--- src/rtl/flash_burst_reader_pkg.sv ---
// Shared types and helpers for the flash burst reader.
package flash_reader_pkg;

  typedef enum logic [2:0] {
    S_IDLE, S_CHECK, S_REQ, S_BEATS, S_DRAIN, S_DONE
  } state_t;

  function automatic int unsigned min_u(input int unsigned a, input int unsigned b);
    return (a < b) ? a : b;
  endfunction

endpackage

--- src/rtl/flash_burst_reader_if.sv ---
// Avalon-MM burst read bus between the reader (master) and the flash controller (slave).
interface flash_burst_reader_if #(
  parameter int ADDR_W    = 23,
  parameter int DATA_W    = 32,
  parameter int BURST_MAX = 8
);
  localparam int BC_W = $clog2(BURST_MAX) + 1;

  logic              flash_read;
  logic [ADDR_W-1:0] flash_address;
  logic [BC_W-1:0]   flash_burstcount;
  logic              flash_waitrequest;
  logic [DATA_W-1:0] flash_readdata;
  logic              flash_readdatavalid;

  modport master (
    output flash_read, flash_address, flash_burstcount,
    input  flash_waitrequest, flash_readdata, flash_readdatavalid
  );

  modport slave (
    input  flash_read, flash_address, flash_burstcount,
    output flash_waitrequest, flash_readdata, flash_readdatavalid
  );
endinterface

--- src/rtl/flash_burst_reader_fifo.sv ---
// Single-clock FIFO with occupancy count; supports push and pop in the same cycle.
module sync_fifo #(
  parameter int WIDTH = 32,
  parameter int DEPTH = 16
) (
  input  logic                     clk,
  input  logic                     reset_n,
  input  logic                     push,
  input  logic                     pop,
  input  logic [WIDTH-1:0]         wdata,
  output logic [WIDTH-1:0]         rdata,
  output logic                     empty,
  output logic                     full,
  output logic [$clog2(DEPTH):0]   count
);
  localparam int AW = $clog2(DEPTH);
  localparam int CW = AW + 1;

  logic [WIDTH-1:0] r_mem [DEPTH];
  logic [AW-1:0]    r_wp, r_rp;
  logic [CW-1:0]    r_cnt;
  logic             w_push, w_pop;

  assign empty  = (r_cnt == '0);
  assign full   = (r_cnt == CW'(DEPTH));
  assign count  = r_cnt;
  assign rdata  = r_mem[r_rp];
  assign w_push = push && !full;
  assign w_pop  = pop && !empty;

  always_ff @(posedge clk or negedge reset_n) begin
    if (!reset_n) begin
      r_wp  <= '0;
      r_rp  <= '0;
      r_cnt <= '0;
    end else begin
      if (w_push) r_wp <= r_wp + AW'(1);
      if (w_pop)  r_rp <= r_rp + AW'(1);
      r_cnt <= r_cnt + CW'(w_push) - CW'(w_pop);
    end
  end

  always_ff @(posedge clk) begin
    if (w_push) r_mem[r_wp] <= wdata;
  end
endmodule

--- src/rtl/flash_burst_reader.sv ---
// Command-driven flash reader: splits a word range into Avalon bursts sized to fit
// the output FIFO, and streams the buffered words (or halfwords) to the consumer.
module flash_burst_reader
  import flash_reader_pkg::*;
#(
  parameter int ADDR_W     = 23,
  parameter int DATA_W     = 32,
  parameter int BURST_MAX  = 8,
  parameter int CNT_W      = 16,
  parameter int FIFO_DEPTH = 16,
  parameter int SPLIT      = 0,
  localparam int OUT_W     = (SPLIT != 0) ? DATA_W / 2 : DATA_W
) (
  input  logic                 clk,
  input  logic                 reset_n,
  input  logic                 start,
  input  logic [ADDR_W-1:0]    start_addr,
  input  logic [CNT_W-1:0]     word_count,
  output logic                 busy,
  output logic                 done,
  flash_burst_reader_if.master flash,
  output logic [OUT_W-1:0]     out_data,
  output logic                 out_valid,
  input  logic                 out_ready
);
  localparam int BC_W = $clog2(BURST_MAX) + 1;
  localparam int CW   = $clog2(FIFO_DEPTH) + 1;

  state_t              r_state, w_nxt;
  logic [ADDR_W-1:0]   r_cur_addr, r_faddr;
  logic [CNT_W-1:0]    r_remaining;
  logic [BC_W-1:0]     r_beats_left, r_bc, w_len;
  logic                r_read, r_busy, r_done, r_half;
  logic                w_push, w_pop, w_empty, w_full, w_last_beat;
  logic [CW-1:0]       w_count, w_free;
  logic [DATA_W-1:0]   w_head;

  assign w_len       = BC_W'(min_u(32'(r_remaining), BURST_MAX));
  assign w_free      = CW'(FIFO_DEPTH) - w_count;
  assign w_push      = (r_state == S_BEATS) && flash.flash_readdatavalid;
  assign w_last_beat = w_push && (r_beats_left == BC_W'(1));

  always_comb begin
    w_nxt = r_state;
    unique case (r_state)
      S_IDLE:  if (start) w_nxt = (word_count == '0) ? S_DONE : S_CHECK;
      S_CHECK: if (w_free >= CW'(w_len)) w_nxt = S_REQ;
      S_REQ:   if (!flash.flash_waitrequest) w_nxt = S_BEATS;
      // len never exceeds remaining, so equality means this was the final burst
      S_BEATS: if (w_last_beat) w_nxt = (r_remaining == CNT_W'(r_bc)) ? S_DRAIN : S_CHECK;
      S_DRAIN: if (w_empty) w_nxt = S_DONE;
      S_DONE:  w_nxt = S_IDLE;
      default: w_nxt = S_IDLE;
    endcase
  end

  always_ff @(posedge clk or negedge reset_n) begin
    if (!reset_n) begin
      r_state      <= S_IDLE;
      r_cur_addr   <= '0;
      r_remaining  <= '0;
      r_beats_left <= '0;
      r_faddr      <= '0;
      r_bc         <= '0;
      r_read       <= 1'b0;
      r_busy       <= 1'b0;
      r_done       <= 1'b0;
    end else begin
      r_state <= w_nxt;
      r_read  <= (w_nxt == S_REQ);
      r_busy  <= (w_nxt != S_IDLE);
      r_done  <= (r_state == S_DONE);
      if (r_state == S_IDLE && start) begin
        r_cur_addr  <= start_addr;
        r_remaining <= word_count;
      end
      if (r_state == S_CHECK && w_nxt == S_REQ) begin
        r_faddr <= r_cur_addr;
        r_bc    <= w_len;
      end
      if (r_state == S_REQ && w_nxt == S_BEATS) r_beats_left <= r_bc;
      else if (w_push)                          r_beats_left <= r_beats_left - BC_W'(1);
      if (w_last_beat) begin
        r_cur_addr  <= r_cur_addr + ADDR_W'(r_bc);
        r_remaining <= r_remaining - CNT_W'(r_bc);
      end
    end
  end

  // Half-select only toggles in SPLIT mode; the word pops once its high half is taken.
  always_ff @(posedge clk or negedge reset_n) begin
    if (!reset_n)                                    r_half <= 1'b0;
    else if (SPLIT != 0 && out_valid && out_ready)   r_half <= !r_half;
  end

  assign w_pop = out_valid && out_ready && ((SPLIT == 0) || r_half);

  sync_fifo #(.WIDTH(DATA_W), .DEPTH(FIFO_DEPTH)) u_fifo (
    .clk    (clk),
    .reset_n(reset_n),
    .push   (w_push),
    .pop    (w_pop),
    .wdata  (flash.flash_readdata),
    .rdata  (w_head),
    .empty  (w_empty),
    .full   (w_full),
    .count  (w_count)
  );

  if (SPLIT != 0) begin : g_split
    assign out_data = r_half ? w_head[DATA_W-1:DATA_W/2] : w_head[DATA_W/2-1:0];
  end else begin : g_word
    assign out_data = w_head;
  end

  assign out_valid              = !w_empty;
  assign busy                   = r_busy;
  assign done                   = r_done;
  assign flash.flash_read       = r_read;
  assign flash.flash_address    = r_faddr;
  assign flash.flash_burstcount = r_bc;
endmodule

--- src/flat_wrapper.sv ---
// flat-port wrapper written by rule: the top's interface ports become plain ports
module flash_burst_reader_flat import flash_reader_pkg::*;
#(
  parameter int ADDR_W     = 23,
  parameter int DATA_W     = 32,
  parameter int BURST_MAX  = 8,
  parameter int CNT_W      = 16,
  parameter int FIFO_DEPTH = 16,
  parameter int SPLIT      = 0,
  localparam int OUT_W     = (SPLIT != 0) ? DATA_W / 2 : DATA_W
)
  (clk, reset_n, start, start_addr, word_count, busy, done, out_data, out_valid, out_ready, flash_flash_read, flash_flash_address, flash_flash_burstcount, flash_flash_waitrequest, flash_flash_readdata, flash_flash_readdatavalid);
  flash_burst_reader_if #(.ADDR_W(ADDR_W), .DATA_W(DATA_W), .BURST_MAX(BURST_MAX)) flash_i ();
  input  logic clk;
  input  logic reset_n;
  input  logic start;
  input  logic [ADDR_W-1:0] start_addr;
  input  logic [CNT_W-1:0] word_count;
  output logic busy;
  output logic done;
  output logic [OUT_W-1:0] out_data;
  output logic out_valid;
  input  logic out_ready;
  output wire logic [$bits(flash_i.flash_read)-1:0] flash_flash_read;
  output wire logic [$bits(flash_i.flash_address)-1:0] flash_flash_address;
  output wire logic [$bits(flash_i.flash_burstcount)-1:0] flash_flash_burstcount;
  input wire logic [$bits(flash_i.flash_waitrequest)-1:0] flash_flash_waitrequest;
  input wire logic [$bits(flash_i.flash_readdata)-1:0] flash_flash_readdata;
  input wire logic [$bits(flash_i.flash_readdatavalid)-1:0] flash_flash_readdatavalid;
  assign flash_flash_read = flash_i.flash_read;
  assign flash_flash_address = flash_i.flash_address;
  assign flash_flash_burstcount = flash_i.flash_burstcount;
  assign flash_i.flash_waitrequest = flash_flash_waitrequest;
  assign flash_i.flash_readdata = flash_flash_readdata;
  assign flash_i.flash_readdatavalid = flash_flash_readdatavalid;
  flash_burst_reader #(.ADDR_W(ADDR_W), .DATA_W(DATA_W), .BURST_MAX(BURST_MAX), .CNT_W(CNT_W), .FIFO_DEPTH(FIFO_DEPTH), .SPLIT(SPLIT)) u_core (.clk(clk), .reset_n(reset_n), .start(start), .start_addr(start_addr), .word_count(word_count), .busy(busy), .done(done), .flash(flash_i), .out_data(out_data), .out_valid(out_valid), .out_ready(out_ready));
endmodule
--- config.mk ---
export PLATFORM = sky130hd
export DESIGN_NAME = flash_burst_reader_flat
export DESIGN_NICKNAME = d
export VERILOG_FILES = /design/src/rtl/flash_burst_reader_pkg.sv /design/src/rtl/flash_burst_reader_if.sv /design/src/rtl/flash_burst_reader_fifo.sv /design/src/rtl/flash_burst_reader.sv /design/src/flat_wrapper.sv
export SDC_FILE = /design/constraint.sdc
export NUM_CORES = 1
export LEC_CHECK = 0
export CAP_MARGIN = 10
export CORE_ASPECT_RATIO = 1.1
export CORE_MARGIN = 2
export CORE_UTILIZATION = 30
export DETAILED_ROUTE_END_ITERATION = 8
export PLACE_DENSITY = 0.5
export SETUP_SLACK_MARGIN = 0.15
export SKIP_LAST_GASP = 1
export SLEW_MARGIN = 20
export SYNTH_ARGS = -nofsm -noshare
export SYNTH_HDL_FRONTEND = slang
export SYNTH_SLANG_ARGS = --single-unit
--- constraint.sdc ---
create_clock -name clk -period 4.9 [get_ports clk]
set_clock_uncertainty 0.1 [all_clocks]
set_input_delay 0.98 -clock clk [delete_from_list [all_inputs] [get_ports clk]]
set_output_delay 0.98 -clock clk [all_outputs]
set_load 0.03 [all_outputs]
* After elaboration in Yosys (flattened, before gate mapping)
Memories as Yosys holds them, arrays and structs flattened.
Cells that the tools add are included.
** Word-level totals
- Flip-flop bits (word level) :: 89
- RAM bits :: 512
- Bits of input ports :: 77
- Output and inout bits :: 63
- Logic and storage cells :: 66
- Memories kept :: 1
** Memories
- u_core.u_fifo.r_mem :: words 16, width 32, rd ports 1, clocked after memory_dff 0, write ports 1, line flash_burst_reader_fifo.sv:19 : logic [WIDTH-1:0] r_mem [DEPTH];
** Operators by class
- $add $sub $neg :: 8
- Magnitude comparators :: 2
- Eq/ne operators :: 10
- Multiplexer cells :: 17
- Reduce and logical (&&, ||, !) cells :: 16
** Operator list (number)
- $mux W23 :: 2
- $mux W16 :: 2
- $add A23 B4 Y23 :: 1
- $mux W3 :: 7
- $eq A16 B4 Y1 :: 1
- $logic_not A16 Y1 :: 1
- $lt A16 B4 Y1 const B :: 1
- $sub A16 B4 Y16 :: 1
- $pmux W3 S5 :: 1
- $eq A3 B2 Y1 const B :: 4
- $mux W4 :: 3
- $add A4 B1 Y4 const B :: 2
- $logic_and A1 B1 Y1 :: 8
- $eq A3 B3 Y1 const B :: 2
- $add A5 B1 Y5 :: 1
- $eq A5 B5 Y1 const B :: 1
- $ge A5 B4 Y1 :: 1
- $logic_not A5 Y1 :: 1
- $sub A5 B1 Y5 :: 1
- $sub A5 B5 Y5 const A :: 1
- $eq A4 B1 Y1 const B :: 1
- $reduce_bool A2 Y1 :: 2
- $sub A4 B1 Y4 const B :: 1
- $eq A3 B1 Y1 const B :: 1
- other kinds (4) :: 6

* Longest topological paths before layout
- Depth after elaboration :: 8
- Gate-level depth with buffers :: 16
- Mapped depth without buffers :: 16

* Hierarchy
From an unflattened synthesis, not the netlist that was laid out.
** Unflattened totals
- Cells, all modules :: 1421
- Area total of the unflattened synthesis :: 24720.0 sq um
** Modules (own cells, without submodules)
- sync_fifo :: times used 1, cells each 1007, area each 20423.3 sq um, seq. area each 15700.1 sq um
- flash_burst_reader :: times used 1, cells each 414, area each 4296.6 sq um, seq. area each 1901.8 sq um

* Worst setup path before layout
Ideal clock, no wire load.
- Path kind :: input port to flip-flop
- Start :: input flash_flash_readdatavalid
- End :: memory u_core.u_fifo.r_mem[3][0] (enable)
- Library setup time :: 0.461 ns
- Arrival time :: 3.899 ns
- Data required time :: 4.339 ns
- Slack :: 0.440 ns
- Cell stages on the path :: 4
- Buffers on the path :: 0
- Path through :: nand4b_4 > nor2_1 > nand2_1 > nor3_1
** Between the ends
- Word-level cells in the longest chain between the ends :: 4
** RTL lines
- start: declaration :: line flat_wrapper.sv:29 : input wire logic [$bits(flash_i.flash_readdatavalid)-1:0] flash_flash_readdatavalid;
- $logic_and A1 B1 Y1 :: line flash_burst_reader.sv:40 : assign w_push = (r_state == S_BEATS) && flash.flash_readdatavalid;
- $logic_and A1 B1 Y1 :: line flash_burst_reader_fifo.sv:28 : assign w_push = push && !full;
- $mux W1 :: line flash_burst_reader_fifo.sv:44 : if (w_push) r_mem[r_wp] <= wdata;
- $mux W1 (not written as such) :: line flash_burst_reader_fifo.sv:44
- end: declaration :: line flash_burst_reader_fifo.sv:19
No other way between the ends.

* Worst setup path after layout
- Start :: register u_core.u_fifo.r_rp[0]
- End :: output out_data[30]
** Between the ends
- Word-level cells in the longest chain between the ends :: 1
** RTL lines
- start: declaration :: line flash_burst_reader_fifo.sv:20 : logic [AW-1:0] r_wp, r_rp;
- start signal: assignment :: line flash_burst_reader_fifo.sv:38 : if (w_pop) r_rp <= r_rp + AW'(1);
- $mem_v2 Z16 W32
- end: declaration :: line flat_wrapper.sv:21 : output logic [OUT_W-1:0] out_data;
No other way between the ends.

==> results_dict.tcl <==
set metrics [dict create \
    die_area_um2 82500 \
    place.gp.congestion 0.748 \
    met2_usage_pct 23.3 \
    chipHeight_um 301 \
    status "complete, no violations" \
    vias 12199 \
    use_met1_pct 18.0 \
    drc 0 \
    ios 140 \
    die_x_um 274 \
    pwr-share-comb_pct 33.6 \
    crit_buf_inv 2 \
    netlist_area_um2 24100 \
    startpoint_type "register" \
    clock.fmax_mhz 226 \
    synth_mux_area_share_pct 16.1 \
    synthTopCellsByCount "512 x edfxtp_1, 160 x mux4_2, 89 x dfrtp_1" \
    antenna_found_initial 7 \
    clk_latency_ns 0.62 \
    clockPowerShare_pct 27.6 \
    hold_viol_final 0 \
    swShare_pct 32.5 \
    final_antenna_net_count 0 \
    yosysTopAreaCellShare_pct 63.9 \
    first_global_vias 13054 \
    synth_area_per_cell_um2 19.8 \
    grt_max_degree 68 \
    postLayoutCoreUtil_pct 36.9 \
    grtUsageMet3_pct 3.55 \
    ctsHtreeMaxLevel 3 \
    synth-compound-area-share_pct 2.92 \
    tightest_slew_ns 0.877 \
    top_usage_layer "met2" \
    rr_worst_depth 10 \
    setup_viol 0 \
    crit_chain "buf_12 -> mux4_2 -> mux4_2 -> clkdlybuf4s50_1" \
    clock_path_buffers 3 \
    cp_common_cell "mux4_2" \
    cp.required_ns 3.82 \
    path_class "reg -> out" \
    synth_ff_type "edfxtp_1" \
    r2r-start "u_core.r_remaining[10]$_DFFE_PN0P_" \
    drv_slew 0 \
    port_buffers 139 \
    synthTopCellsByArea "edfxtp_1 64%, mux4_2 15%, dfrtp_1 9.3%, ha_1 1.5%, mux2_2 1.1%" \
    end_kind "output pin" \
    start_util_pct 30.4 \
    fin_tns_setup_ns 0 \
    detail_route.iter0.violations 929 \
    yosysMostFrequentCell "edfxtp_1" \
    synthXorXnorAreaFrac_pct 0.619 \
    period_needed_ns 4.43 \
    cp_max_fo 41 \
    postSynthCellCount 1214 \
    max_cap_violations 0 \
    cts_resized 0 \
    dr.pass1.iters 5 \
    cp_slowest_stage_delay_ns 0.65 \
    cts_setup_buffers 0 \
    rows 108 \
    vias_per_cell 4.90 \
    seq_area_frac_synth_pct 73.2 \
    area_delta_synth_final_pct 21.4 \
    hold_buffers 0 \
    synth.ff_latch_count 601 \
    yosysTopAreaCell "edfxtp_1" \
    ys_types 62 \
    ctsRootBufferMaster "clkbuf_16" \
    synth_nets 1323 \
    dp_hpwl_um 33100 \
    internal_power_uw 11600 \
    ir_worst_vdd_uv 376 \
    nNetsFinal 1505 \
    core_um2 79200 \
    relSlewSlack_pct 41.5 \
    r2r_end "u_core.flash.flash_address[14]$_DFFE_PN0P_" \
    grt_pass1_wl_um 84900 \
    wl_um 56700 \
    async_flop_share_pct 14.8 \
    p_leak_uw 0.00951 \
    p_per_area_nw_per_um2 590 \
    crit_path_top_delay_cell "dfrtp_4" \
    netSwitchingPower_uw 5600 \
    post-route-period-util_pct 90.3 \
    antenna_cells 0 \
    hp-class "in -> async" \
    cts_made_buffers 67 \
    synth_edf_count 512 \
    synth_simple_gate_area_share_pct 3.92 \
    critPathTopFamily "multiplexers" \
    synthAdderAreaFrac_pct 1.76 \
    synth_top_family_by_area "multiplexers" \
    wire_per_inst_um 22.8 \
    yosysWarnings 0 \
    path_depth 4 \
    p_seq_share_pct 38.8 \
    cts.clk_slew.worst_paths_ns 0.06 \
    worstSetupStartpoint "u_core.u_fifo.r_rp[0]$_DFFE_PN0P_" \
    grt_util_all_layers_pct 13.9 \
    cts_num_sinks 601 \
    drive_gt1_share_pct 23.6 \
    cts_tree "built" \
    holdWs_ns 0.385 \
    worstPathArrival_ns 3.35 \
    r2r_slack_ns 1.01 \
    rsz0062_at_grt "no" \
    grt_overflow_total 0 \
]
[power groups by stage]
stage	clock (uW)	sequential [uW]	combinational [uW]
after global placement	0	6790	5910
after detailed placement	0	6800	5950
final	4750	6700	5800
after global routing	5090	6790	6270
after CTS	4900	6710	5980
after floorplan	0	6710	3840
[cell families (layout without fill, tap and decap cells)]
| group | count (synthesis) | count (layout) |
|---|---|---|
| AND/OR/NAND/NOR | 186 | 186 |
| multiplexers | 185 | 185 |
| adder cells (fa/ha/maj) | 32 | 32 |
| buffers and inverters | 92 | 323 |
| flip-flops | 601 | 601 |
| XOR/XNOR | 17 | 17 |
| AO/OA/AOI/OAI | 101 | 101 |
[how the worst max path moves through the flow]
stage / end / slack [ns]
6_report: out_data[30] / 0.47
5_1_grt: out_data[30] / 0.30
4_1_cts: out_data[30] / 0.33
3_5_place_dp: u_core.u_fifo.r_mem[6][28]$_DFFE_PP_ / 0.94
3_3_place_gp: u_core.u_fifo.count[4]$_DFF_PN0_ / 0.96
2_1_floorplan: u_core.u_fifo.r_mem[3][0]$_DFFE_PP_ / 0.44
[registers in the layout, summed over array words and instances, names as in the netlist]
name and flops:
u_core.busy 1, u_core.done 1, u_core.flash.flash_address 23, u_core.flash.flash_burstcount 4, u_core.flash.flash_read 1, u_core.r_beats_left 4
u_core.r_cur_addr 23, u_core.r_remaining 16, u_core.r_state 3, u_core.u_fifo.count 5, u_core.u_fifo.r_mem 512, u_core.u_fifo.r_rp 4
u_core.u_fifo.r_wp 4
[cells in the final DEF (no fill, tap or decap), types with 15 or more instances in the layout]
| cell | synthesis | routed |
|---|---|---|
| a21oi_1 | 15 | 15 |
| buf_12 | 0 | 15 |
| buf_4 | 1 | 24 |
| clkbuf_1 | 39 | 19 |
| clkbuf_16 | 0 | 67 |
| clkdlybuf4s50_1 | 0 | 138 |
| dfrtp_1 | 89 | 85 |
| edfxtp_1 | 512 | 512 |
| ha_1 | 29 | 29 |
| inv_1 | 28 | 28 |
| mux2_2 | 23 | 23 |
| mux4_2 | 160 | 160 |
| nand2_1 | 56 | 56 |
| nor2_1 | 47 | 35 |
| o21ai_0 | 20 | 20 |
[area by class of cell]
cell class | count | area, um^2
timing repair buffer | 177 | 1860
tap | 1045 | 1310
fill | 7359 | 50000
clock buffer | 90 | 1800
inverter | 28 | 105
sequential | 601 | 17600
multi-input combinational | 521 | 6230
clock inverter | 28 | 290
[routing by layer]
layer | wire length (um) | up-vias
li1 | - | 5328
met1 | 24300 | 6446
met2 | 27900 | 300
met3 | 3200 | 111
met4 | 1230 | 14
met5 | 96 | -
[stage by stage]
step | cell area, um^2 | power, uW | std cells | worst slack [ns]
final | 29200 | 17200 | 2490 | 0.474
after global routing | 29200 | 18100 | 2490 | 0.302
after CTS | 29200 | 17600 | 2490 | 0.328
after detailed placement | 27100 | 12800 | 2372 | 0.937
after global placement | 27100 | 12700 | 2372 | 0.956
after floorplan | 24100 | 10600 | 1214 | 0.440
Note: power is estimated with default switching activity, not from simulation.
